`config.mk`:
```
export PLATFORM = sky130hd
export DESIGN_NAME = venom_projectile
export DESIGN_NICKNAME = d
export VERILOG_FILES = /design/src/rtl/cobra_pkg.sv /design/src/rtl/venom_hit_detect.sv /design/src/rtl/venom_projectile.sv
export SDC_FILE = /design/constraint.sdc
export NUM_CORES = 1
export LEC_CHECK = 0
export BUFFER_PORTS_ARGS = -buffer_cell sky130_fd_sc_hd__buf_2
export CORE_ASPECT_RATIO = 1.4
export CORE_MARGIN = 2
export CORE_UTILIZATION = 40
export CTS_CLUSTER_SIZE = 16
export DETAILED_ROUTE_END_ITERATION = 10
export SYNTH_ARGS = -nofsm -noshare
export SYNTH_HDL_FRONTEND = slang
export SYNTH_HIERARCHICAL = 1
export SYNTH_SLANG_ARGS = --single-unit
```
`constraint.sdc`:
```
create_clock -name Clk -period 4.5 [get_ports Clk]
set_clock_uncertainty 0.05 [all_clocks]
set_input_delay 0.9 -clock Clk [delete_from_list [all_inputs] [get_ports Clk]]
set_output_delay 0.9 -clock Clk [all_outputs]
set_load 0.1 [all_outputs]
```
`src/rtl/cobra_pkg.sv`:
```
// Shared types and screen geometry for the venom projectile and its hit detector.
package cobra_pkg;

    localparam int SCREEN_W = 640;
    localparam int SCREEN_H = 480;

    typedef enum logic [1:0] {
        DIR_RIGHT = 2'b00,
        DIR_LEFT  = 2'b01,
        DIR_UP    = 2'b10,
        DIR_DOWN  = 2'b11
    } dir_e;

    typedef enum logic [2:0] {
        ST_IDLE,
        ST_LAUNCH,
        ST_FLYING,
        ST_IMPACT,
        ST_COOLDOWN
    } state_e;

endpackage

```
`src/rtl/venom_hit_detect.sv`:
```
// Combinational step/strike logic: next position, target overlap and wall test.
// Overlap math is done in 11 bits so sums near the 10-bit limit cannot wrap.
module venom_hit_detect
    import cobra_pkg::*;
#(
    parameter int SPEED       = 4,
    parameter int SIZE        = 4,
    parameter int TARGET_HALF = 8
) (
    input  logic [9:0] cur_x,
    input  logic [9:0] cur_y,
    input  dir_e       dir,
    input  logic [9:0] target_x,
    input  logic [9:0] target_y,
    output logic [9:0] next_x,
    output logic [9:0] next_y,
    output logic       target_strike,
    output logic       wall_strike
);

    localparam logic [10:0] SPEED_W = 11'(SPEED);
    localparam logic [10:0] SIZE_M1 = 11'(SIZE - 1);
    localparam logic [10:0] HALF_W  = 11'(TARGET_HALF);
    localparam logic [10:0] RIGHT_L = 11'(SCREEN_W - SIZE);
    localparam logic [10:0] DOWN_L  = 11'(SCREEN_H - SIZE);

    logic [10:0] cx, cy, nx, ny, tx, ty;
    logic [10:0] tlo_x, thi_x, tlo_y, thi_y;

    // Step along the direction, then test the stepped box against target and walls.
    always_comb begin
        cx     = {1'b0, cur_x};
        cy     = {1'b0, cur_y};
        tx     = {1'b0, target_x};
        ty     = {1'b0, target_y};
        nx     = cx;
        ny     = cy;
        next_x = cur_x;
        next_y = cur_y;
        wall_strike = 1'b0;
        unique case (dir)
            DIR_RIGHT: begin
                nx          = cx + SPEED_W;
                next_x      = cur_x + 10'(SPEED);
                wall_strike = (cx + SPEED_W) > RIGHT_L;
            end
            DIR_LEFT: begin
                nx          = cx - SPEED_W;
                next_x      = cur_x - 10'(SPEED);
                wall_strike = cx < SPEED_W;
            end
            DIR_UP: begin
                ny          = cy - SPEED_W;
                next_y      = cur_y - 10'(SPEED);
                wall_strike = cy < SPEED_W;
            end
            DIR_DOWN: begin
                ny          = cy + SPEED_W;
                next_y      = cur_y + 10'(SPEED);
                wall_strike = (cy + SPEED_W) > DOWN_L;
            end
        endcase
        // Lower hitbox bound clamps at the screen origin instead of wrapping.
        tlo_x = (tx >= HALF_W) ? (tx - HALF_W) : 11'd0;
        thi_x = tx + HALF_W;
        tlo_y = (ty >= HALF_W) ? (ty - HALF_W) : 11'd0;
        thi_y = ty + HALF_W;
        target_strike = (nx <= thi_x) && ((nx + SIZE_M1) >= tlo_x) &&
                        (ny <= thi_y) && ((ny + SIZE_M1) >= tlo_y);
    end

endmodule

```
`src/rtl/venom_projectile.sv`:
```
// Venom projectile: launch from the shooter, fly one step per frame, stop on
// target or wall, pulse collision/hit, then sit out a frame-counted cooldown.
module venom_projectile
    import cobra_pkg::*;
#(
    parameter int SPEED       = 4,
    parameter int SIZE        = 4,
    parameter int TARGET_HALF = 8,
    parameter int COOLDOWN    = 8
) (
    input  logic       Clk,
    input  logic       Reset,
    input  logic       frame_tick,
    input  logic       venomMovement,
    input  logic [1:0] bulletDir,
    input  logic [9:0] spawnX,
    input  logic [9:0] spawnY,
    input  logic [9:0] targetX,
    input  logic [9:0] targetY,
    output logic       collision,
    output logic       hit,
    output logic [9:0] venomX,
    output logic [9:0] venomY,
    output logic       venomVisible,
    output logic [3:0] hitCount
);

    localparam int            CW      = (COOLDOWN > 1) ? $clog2(COOLDOWN) : 1;
    localparam logic [CW-1:0] CD_LAST = CW'(COOLDOWN - 1);

    state_e        state_q, state_d;
    logic [9:0]    x_q, x_d, y_q, y_d;
    dir_e          dir_q, dir_d;
    logic [CW-1:0] cool_q, cool_d;
    logic [3:0]    hit_count_q, hit_count_d;
    logic          collision_q, collision_d;
    logic          hit_q, hit_d;

    logic [9:0]    next_x, next_y;
    logic          target_strike, wall_strike;

    venom_hit_detect #(
        .SPEED       (SPEED),
        .SIZE        (SIZE),
        .TARGET_HALF (TARGET_HALF)
    ) u_hit_detect (
        .cur_x         (x_q),
        .cur_y         (y_q),
        .dir           (dir_q),
        .target_x      (targetX),
        .target_y      (targetY),
        .next_x        (next_x),
        .next_y        (next_y),
        .target_strike (target_strike),
        .wall_strike   (wall_strike)
    );

    // Next-state, position, cooldown and pulse logic; pulses are set on entry to Impact.
    always_comb begin
        state_d     = state_q;
        x_d         = x_q;
        y_d         = y_q;
        dir_d       = dir_q;
        cool_d      = cool_q;
        hit_count_d = hit_count_q;
        collision_d = 1'b0;
        hit_d       = 1'b0;
        unique case (state_q)
            ST_IDLE: begin
                if (venomMovement) state_d = ST_LAUNCH;
            end
            ST_LAUNCH: begin
                x_d     = spawnX;
                y_d     = spawnY;
                dir_d   = dir_e'(bulletDir);
                state_d = ST_FLYING;
            end
            ST_FLYING: begin
                // A dropped request aborts silently, even on a tick that would strike.
                if (!venomMovement) begin
                    state_d = ST_IDLE;
                end else if (frame_tick) begin
                    if (target_strike || wall_strike) begin
                        state_d     = ST_IMPACT;
                        collision_d = 1'b1;
                        hit_d       = target_strike;
                        if (target_strike && (hit_count_q != 4'hF))
                            hit_count_d = hit_count_q + 4'd1;
                    end else begin
                        x_d = next_x;
                        y_d = next_y;
                    end
                end
            end
            ST_IMPACT: begin
                cool_d  = '0;
                state_d = ST_COOLDOWN;
            end
            ST_COOLDOWN: begin
                if (frame_tick) begin
                    if (cool_q == CD_LAST) begin
                        cool_d  = '0;
                        state_d = ST_IDLE;
                    end else begin
                        cool_d = cool_q + 1'b1;
                    end
                end
            end
            default: state_d = ST_IDLE;
        endcase
    end

    // State and datapath registers with asynchronous clear.
    always_ff @(posedge Clk or posedge Reset) begin
        if (Reset) begin
            state_q     <= ST_IDLE;
            x_q         <= '0;
            y_q         <= '0;
            dir_q       <= DIR_RIGHT;
            cool_q      <= '0;
            hit_count_q <= '0;
            collision_q <= 1'b0;
            hit_q       <= 1'b0;
        end else begin
            state_q     <= state_d;
            x_q         <= x_d;
            y_q         <= y_d;
            dir_q       <= dir_d;
            cool_q      <= cool_d;
            hit_count_q <= hit_count_d;
            collision_q <= collision_d;
            hit_q       <= hit_d;
        end
    end

    assign collision    = collision_q;
    assign hit          = hit_q;
    assign venomX       = x_q;
    assign venomY       = y_q;
    assign hitCount     = hit_count_q;
    assign venomVisible = (state_q == ST_FLYING);

endmodule
```
# Word-level counts from Yosys, hierarchy flattened
# Cells that the tools add are included.
[word_totals] regBits=34 input_bits=46 wordCells=100
[classes] add_sub_neg=16 order_cmp=10 eq_ne=19 n_mux=33 n_reduce_logical=14
[op_table] op="$pmux W10 S2" count=4
[op_table] op="$mux W10" count=6
[op_table] op="$pmux W11 S2" count=2
[op_table] op="$mux W3" count=8
[op_table] op="$add A10 B3 Y11 const B" count=2
[op_table] op="$add A10 B4 Y11 const B" count=2
[op_table] op="$add A11 B2 Y11 const B" count=2
[op_table] op="$ge A11 B11 Y1" count=2
[op_table] op="$le A11 B11 Y1" count=2
[op_table] op="$mux W11" count=2
[op_table] op="$sub A10 B3 Y11 const B" count=2
[op_table] op="$sub A10 B4 Y11 const B" count=2
[op_table] op="$add A10 B3 Y10 const B" count=2
[op_table] op="$ge A10 B4 Y1 const B" count=2
[op_table] op="$lt A10 B3 Y1 const B" count=2
[op_table] op="$reduce_and A5 Y1" count=4
[op_table] op="$sub A10 B3 Y10 const B" count=2
[op_table] op="$pmux W3 S5" count=1
[op_table] op="$ne A2 B2 Y1 const B" count=6
[op_table] op="$gt A11 B10 Y1 const B" count=1
[op_table] op="$gt A11 B9 Y1 const B" count=1
[op_table] op="$mux W1" count=8
[op_table] op="$eq A3 B2 Y1 const B" count=2
[op_table] op="$eq A3 B3 Y1 const B" count=2
[op_table] op="17 further kinds" count=23

# Logic depth before layout (Yosys ltp)
[logic_depth] word_depth=12 ltp_mapped=18 ltp_nobuf=16

# Hierarchy
# Netlist, hierarchy kept.
[by_module_without_submodules] module="venom_hit_detect" instances=1 cells_per_inst=407 area_per_inst_um2=2886.5 seq_area_each_um2=0.0
[by_module_without_submodules] module="venom_projectile" instances=1 cells_per_inst=130 area_per_inst_um2=1781.7 seq_area_each_um2=850.8

# Worst setup path before layout
# No wires, ideal clock.
[synth_timing] kind="register -> register" start="reg x_q[2] (netlist: venomX[2])" end="reg y_q[8] (netlist: venomY[8])" arrival_ns=4.839 slack_ns=-0.516 path_stages_with_launch=19 path_buffers=2 path_cell_list="dfrtp_1 -> clkbuf_1 -> inv_1 -> ha_1 -> xor2_1 -> nor2_1 -> a21oi_1 -> nand3_1 -> nor4b_1 -> xor2_1 -> ha_1 -> nand4_1 -> nor2_1 -> a221oi_1 -> nor4_1 -> or4b_4 -> a221oi_4 -> buf_6 -> mux2_4"
[synth_via] elab_chain_cells=10 elab_cells_between_ends=15 classes_between="3 x add/sub; 4 x order compare; 1 x eq/ne; 2 x mux; 5 x reduce/logical"
[synth_lines] element="start: declaration" line_no="venom_projectile.sv:32" source="logic [9:0] x_q, x_d, y_q, y_d;"
[synth_lines] element="start signal: assignment" line_no="venom_projectile.sv:117" source="x_q <= '0;"
[synth_lines] element="start signal: assignment" line_no="venom_projectile.sv:126" source="x_q <= x_d;"
[synth_lines] element="$sub A10 B3 Y11 or $add A10 B3 Y11 (tied branches)" line_no="venom_hit_detect.sv:48, venom_hit_detect.sv:43"
[synth_lines] element="$pmux W11 S2 (*)" line_no="venom_hit_detect.sv:41" source="unique case (dir)"
[synth_lines] element="$add A11 B2 Y11" line_no="venom_hit_detect.sv:68" source="target_strike = (nx <= thi_x) && ((nx + SIZE_M1) >= tlo_x) &&"
[synth_lines] element="$ge A11 B11 Y1" line_no="venom_hit_detect.sv:68"
[synth_lines] element="$logic_and A1 B1 Y1 (*) (2 in a row)" line_no="venom_hit_detect.sv:68"
[synth_lines] element="$logic_and A1 B1 Y1 (*)" line_no="venom_hit_detect.sv:69" source="(ny <= thi_y) && ((ny + SIZE_M1) >= tlo_y);"
[synth_lines] element="via target_strike" line_no="venom_projectile.sv:40" source="logic target_strike, wall_strike;"
[synth_lines] element="$logic_or A1 B1 Y1 (*)" line_no="venom_projectile.sv:83" source="if (target_strike || wall_strike) begin"
[synth_lines] element="$ne A2 B2 Y1 (no line) (*)"
[synth_lines] element="$reduce_and A5 Y1 (no line) (*)"
[synth_lines] element="end signal: assignment" line_no="venom_projectile.sv:127" source="y_q <= y_d;"
[synth_lines] element="end: declaration" line_no="venom_projectile.sv:32"
# The timed path passes the listed nets; every way through them passes the cells marked *.
# A chain may end at the register's enable or synchronous reset.

# Worst setup path in the final report
[layout_timing] start="reg y_q[5] (netlist: venomY[5])" end="reg x_q[8] (netlist: venomX[8])"
[layout_via] elab_chain_cells=8 elab_cells_between_ends=14 classes_between="3 x add/sub; 4 x order compare; 1 x eq/ne; 2 x mux; 4 x reduce/logical"
[layout_lines] element="$add A10 B3 Y11 or $sub A10 B3 Y11 (tied branches)" line_no="venom_hit_detect.sv:58, venom_hit_detect.sv:53"
[layout_lines] element="$pmux W11 S2 (*)" line_no="venom_hit_detect.sv:41"
[layout_lines] element="$add A11 B2 Y11 or $le A11 B11 Y1 (tied branches)" line_no="venom_hit_detect.sv:69"
[layout_lines] element="$ge A11 B11 Y1 or $logic_and A1 B1 Y1 (tied branches)" line_no="venom_hit_detect.sv:69, venom_hit_detect.sv:68"
[layout_lines] element="$logic_and A1 B1 Y1 (*)" line_no="venom_hit_detect.sv:69"
[layout_lines] element="via target_strike" line_no="venom_projectile.sv:40"
[layout_lines] element="$logic_or A1 B1 Y1 (*)" line_no="venom_projectile.sv:83"
[layout_lines] element="$ne A2 B2 Y1 (no line) (*)"
[layout_lines] element="$reduce_and A5 Y1 (no line) (*)"
# Marks and branches as above.

==> flow_summary_export.csv <==
group,metric,value,unit
status,status,"finished, violations left",
status,violations,"setup timing",
placement,dp_hpwl,11.2,mm
grt,grt_max_degree,35,
logic_synthesis,synth_top_family_by_area,"simple AND/OR/NAND/NOR gates",
drt,first_pass_iters,5,
logic_synthesis,yosysWarnings,6,
cells_and_area,layout_commonest_cell,"buf_4",
setup_path,cpPeakStageDelay,0.55,ns
drt,drt_iter0_markers,128,
setup_path,critPathBufInv,2,
sta,finalHoldViolCount,0,
placement,globalplace.congestion,0.886,
sta,tightest_slew,0.973,ns
setup_path,cp_data_required_time,4.62,ns
logic_synthesis,async_flop_share,1.00,
grt,grt_overflow,0,
setup_path,cp_data_arrival_time,4.66,ns
setup_path,setup.worst_path.start_class,"flop",
cells_and_area,syn_to_final_growth,38.1,%
cells_and_area,layoutNonFillerInstCount,839,
placement,placed_cell_area,5890,um2
placement,place_inst,818,
floorplanning,die_y,132,um
cells_and_area,final_util,0.569,
setup_path,critPathKind,"flop to flop",
sta,fin_ws,-0.0379,ns
clocking,path_clk_slew,0.06,ns
grt,grtUsageTotal,0.223,
setup_path,cpMaxStageDelayCell,"or4b_4",
grt,grt_pass1_wl,22.1,mm
placement,io_buffers,72,
setup_path,crit_family,"simple AND/OR/NAND/NOR gates",
logic_synthesis,ys_seq_area_frac,0.182,
drt,ant_nets,0,
pwr,peakVddDrop,0.000425,V
setup_path,path_max_fanout,7,
clocking,cts_tree,"yes",
worst_hold_path,hold_class,"flop to flop",
sta,maxSlewViolCount,0,
clocking,clock_path_buffers,2,
logic_synthesis,netlist_instances,537,
logic_synthesis,synth.avg_cell_area,8.69,um2
logic_synthesis,ys_seq_elements,34,
cells_and_area,layout_common_cells,"buf_4 (105), buf_2 (72), ha_1 (55), nand2_1 (48), nor2_1 (30)",
logic_synthesis,synth_compound_area_frac,0.132,
clocking,clk_latency,0.29,ns
drt,via_count,4559,
logic_synthesis,synth_fa_ha_area_frac,0.163,
floorplanning,placementRows,46,
grt,antenna_found_initial,0,
logic_synthesis,synthMuxAreaShare,0.129,
floorplanning,ios,73,
logic_synthesis,synth_xor_area_frac,0.105,
drt,wl_per_cell,16.9,um
logic_synthesis,synth_nets,644,
sta,finalCritPeriodShare,1.01,
grt,grt_pass1_vias,4658,
logic_synthesis,synth-main-ff-cell,"dfrtp_1",
cells_and_area,drive_above_1_share,0.435,
clocking,cts-root-buf,"clkbuf_16",
pwr,p_per_area,861,nW/um2
sta,rsz0062_at_grt,"yes",
setup_path,end_kind,"flop",
drt,post-route-drc-count,0,
logic_synthesis,synth-edff-count,0,
cells_and_area,nets,801,
floorplanning,chipWidth,95.3,um
floorplanning,core-area,11300,um2
sta,fmax,220,MHz
floorplanning,start_util,0.412,
sta,tns,-0.370,ns
job,max-cap-violations,0,
cells_and_area,final_area,6450,um2
sta,setup_viol,13,
setup_path,path_cells,"or4b_4 -> or3_4 -> or4b_4 -> o21ai_4 -> ha_4 -> nand4_1 -> nor2_1 -> nand4_1 -> o21ai_0 -> o22ai_4 -> nor4_4 -> or4b_4 -> a221oi_4 -> buf_6 -> buf_12 -> mux2_4",
cells_and_area,num_antenna_cells,0,
clocking,h-tree-depth,2,
pwr,finalPower,5.55,mW
clocking,clock_sinks,34,
drt,routed_wl,14.2,mm
logic_synthesis,synthSimpleGateAreaFrac,0.224,
setup_path,cp_common_cell,"or4b_4",
logic_synthesis,synth_cell_types,69,
logic_synthesis,syn_area,4670,um2
clocking,numCtsBuffers,5,
pwr,power_leakage,3.06,nW
drt,viasPerCell,5.43,
sta,fin_crit,4.54,ns
sta,slew_headroom,0.348,
floorplanning,die_area,12600,um2
cells_and_area,fillers,1033,
-- path summary, 6_finish.rpt --
path	start	end	slack [ns]	cells after the start
min	cool_q[0]	cool_q[0]	0.45	1
max in group asynchronous	Reset	venomY[5]	3.36	3
max	venomY[5]	venomX[8]	-0.04	16
min reg2reg	cool_q[0]	cool_q[0]	0.45	1
min in group asynchronous	Reset	state_q[2]	0.67	3
max reg2reg	venomY[5]	venomX[8]	-0.04	16
-- power by group --
part           switching [mW]  leakage [nW]  internal, mW
Sequential              0.226         0.411         0.457
Clock                   0.142        0.0729         0.219
Combinational            2.54          2.57          1.96
-- worst reg2reg max path, delay by kind of cell, from the launching register on --
kind / cells / cell delay, ns
and+or+nand+nor: 8 / 2.30
AOI/OAI and AO/OA: 4 / 0.76
DFF: 1 / 0.47
muxes: 1 / 0.31
buffers and inverters: 2 / 0.29
adders and majority gates: 1 / 0.24
-- layout make-up --
cell class | instances | area (um2) | share of cell area
clock buffers | 6 | 139 | 0.0215
repair buffers | 183 | 1230 | 0.191
flip-flops and latches | 34 | 877 | 0.136
clock inverters | 2 | 12.5 | 0.00194
well taps | 144 | 180 | 0.0279
inverters | 32 | 120 | 0.0186
multi-input cells | 438 | 3890 | 0.603
-- cell families (layout without fill, tap and decap cells) --
kind of cell               count (synthesis)  count (layout)
muxes                                     47              47
adders and majority gates                 61              61
buffers and inverters                     65             223
xor gates and xnor gates                  56              56
DFF                                       34              34
AOI/OAI and AO/OA                         87              87
and+or+nand+nor                          187             187
-- through the flow --
stage	setup WS (ns)	hold slack, ns
after floorplan	-0.0635	0.412
after global placement	-0.196	0.432
after detailed placement	-0.222	0.443
after CTS	-0.0482	0.455
after global routing	-0.194	0.468
final	-0.0379	0.446
-- registers in the layout, summed over array words and instances (netlist names) --
signal / cells
venomY: 10
cool_q: 3
state_q: 3
collision: 1
hitCount: 4
dir_q: 2
hit: 1
venomX: 10
-- routing by layer --
metal / up-vias / GRT usage / share of wire
li1: 2261 / - / -
met2: 93 / 0.438 / 0.57
met5: - / 0 / 0
met3: 28 / 0.0143 / 0.019
met4: 0 / 0.103 / 0.037
met1: 2177 / 0.229 / 0.38
-- timing repair --
item,in CTS,in global routing
endpoints found under the hold margin,0,0
gates resized for setup,20,34
pin swaps,9,20
setup buffers,4,10
gates cloned,1,0
hold buffers,0,0
endpoints found under the setup margin,20,26
-- synth_stat cells (3+ instances only) --
| cell type | n | share of area |
|---|---|---|
| or4b_4 | 3 | 0.0088 |
| buf_2 | 3 | 0.0032 |
| mux2_2 | 24 | 0.058 |
| clkbuf_1 | 18 | 0.014 |
| o211ai_1 | 3 | 0.0048 |
| nor3b_1 | 4 | 0.0064 |
| nor4b_1 | 6 | 0.011 |
| xor2_1 | 23 | 0.043 |
| nand4_1 | 13 | 0.017 |
| a21o_1 | 9 | 0.014 |
| nor2_1 | 30 | 0.024 |
| a2111oi_0 | 3 | 0.0056 |
| nand2_1 | 50 | 0.040 |
| xnor2_1 | 33 | 0.062 |
| or3_1 | 3 | 0.0040 |
| nor2b_1 | 5 | 0.0067 |
| and2_1 | 3 | 0.0040 |
| o22ai_1 | 5 | 0.0067 |
| o21a_1 | 4 | 0.0064 |
| nand2b_1 | 3 | 0.0040 |
| a31oi_1 | 10 | 0.013 |
| nor4_1 | 7 | 0.0094 |
| nand3_1 | 21 | 0.023 |
| inv_1 | 31 | 0.025 |
| dfrtp_1 | 34 | 0.18 |
| o21ai_0 | 8 | 0.0086 |
| nor3_1 | 10 | 0.011 |
| a21oi_1 | 17 | 0.018 |
| and3_1 | 4 | 0.0054 |
| mux2_4 | 20 | 0.064 |
| o21ai_1 | 5 | 0.0054 |
| buf_4 | 6 | 0.0096 |
| mux2i_1 | 3 | 0.0064 |
| buf_6 | 4 | 0.0096 |
| ha_1 | 61 | 0.16 |
| and4b_1 | 5 | 0.011 |
| a211oi_1 | 3 | 0.0048 |
Note: power is estimated with default switching activity, not from simulation.
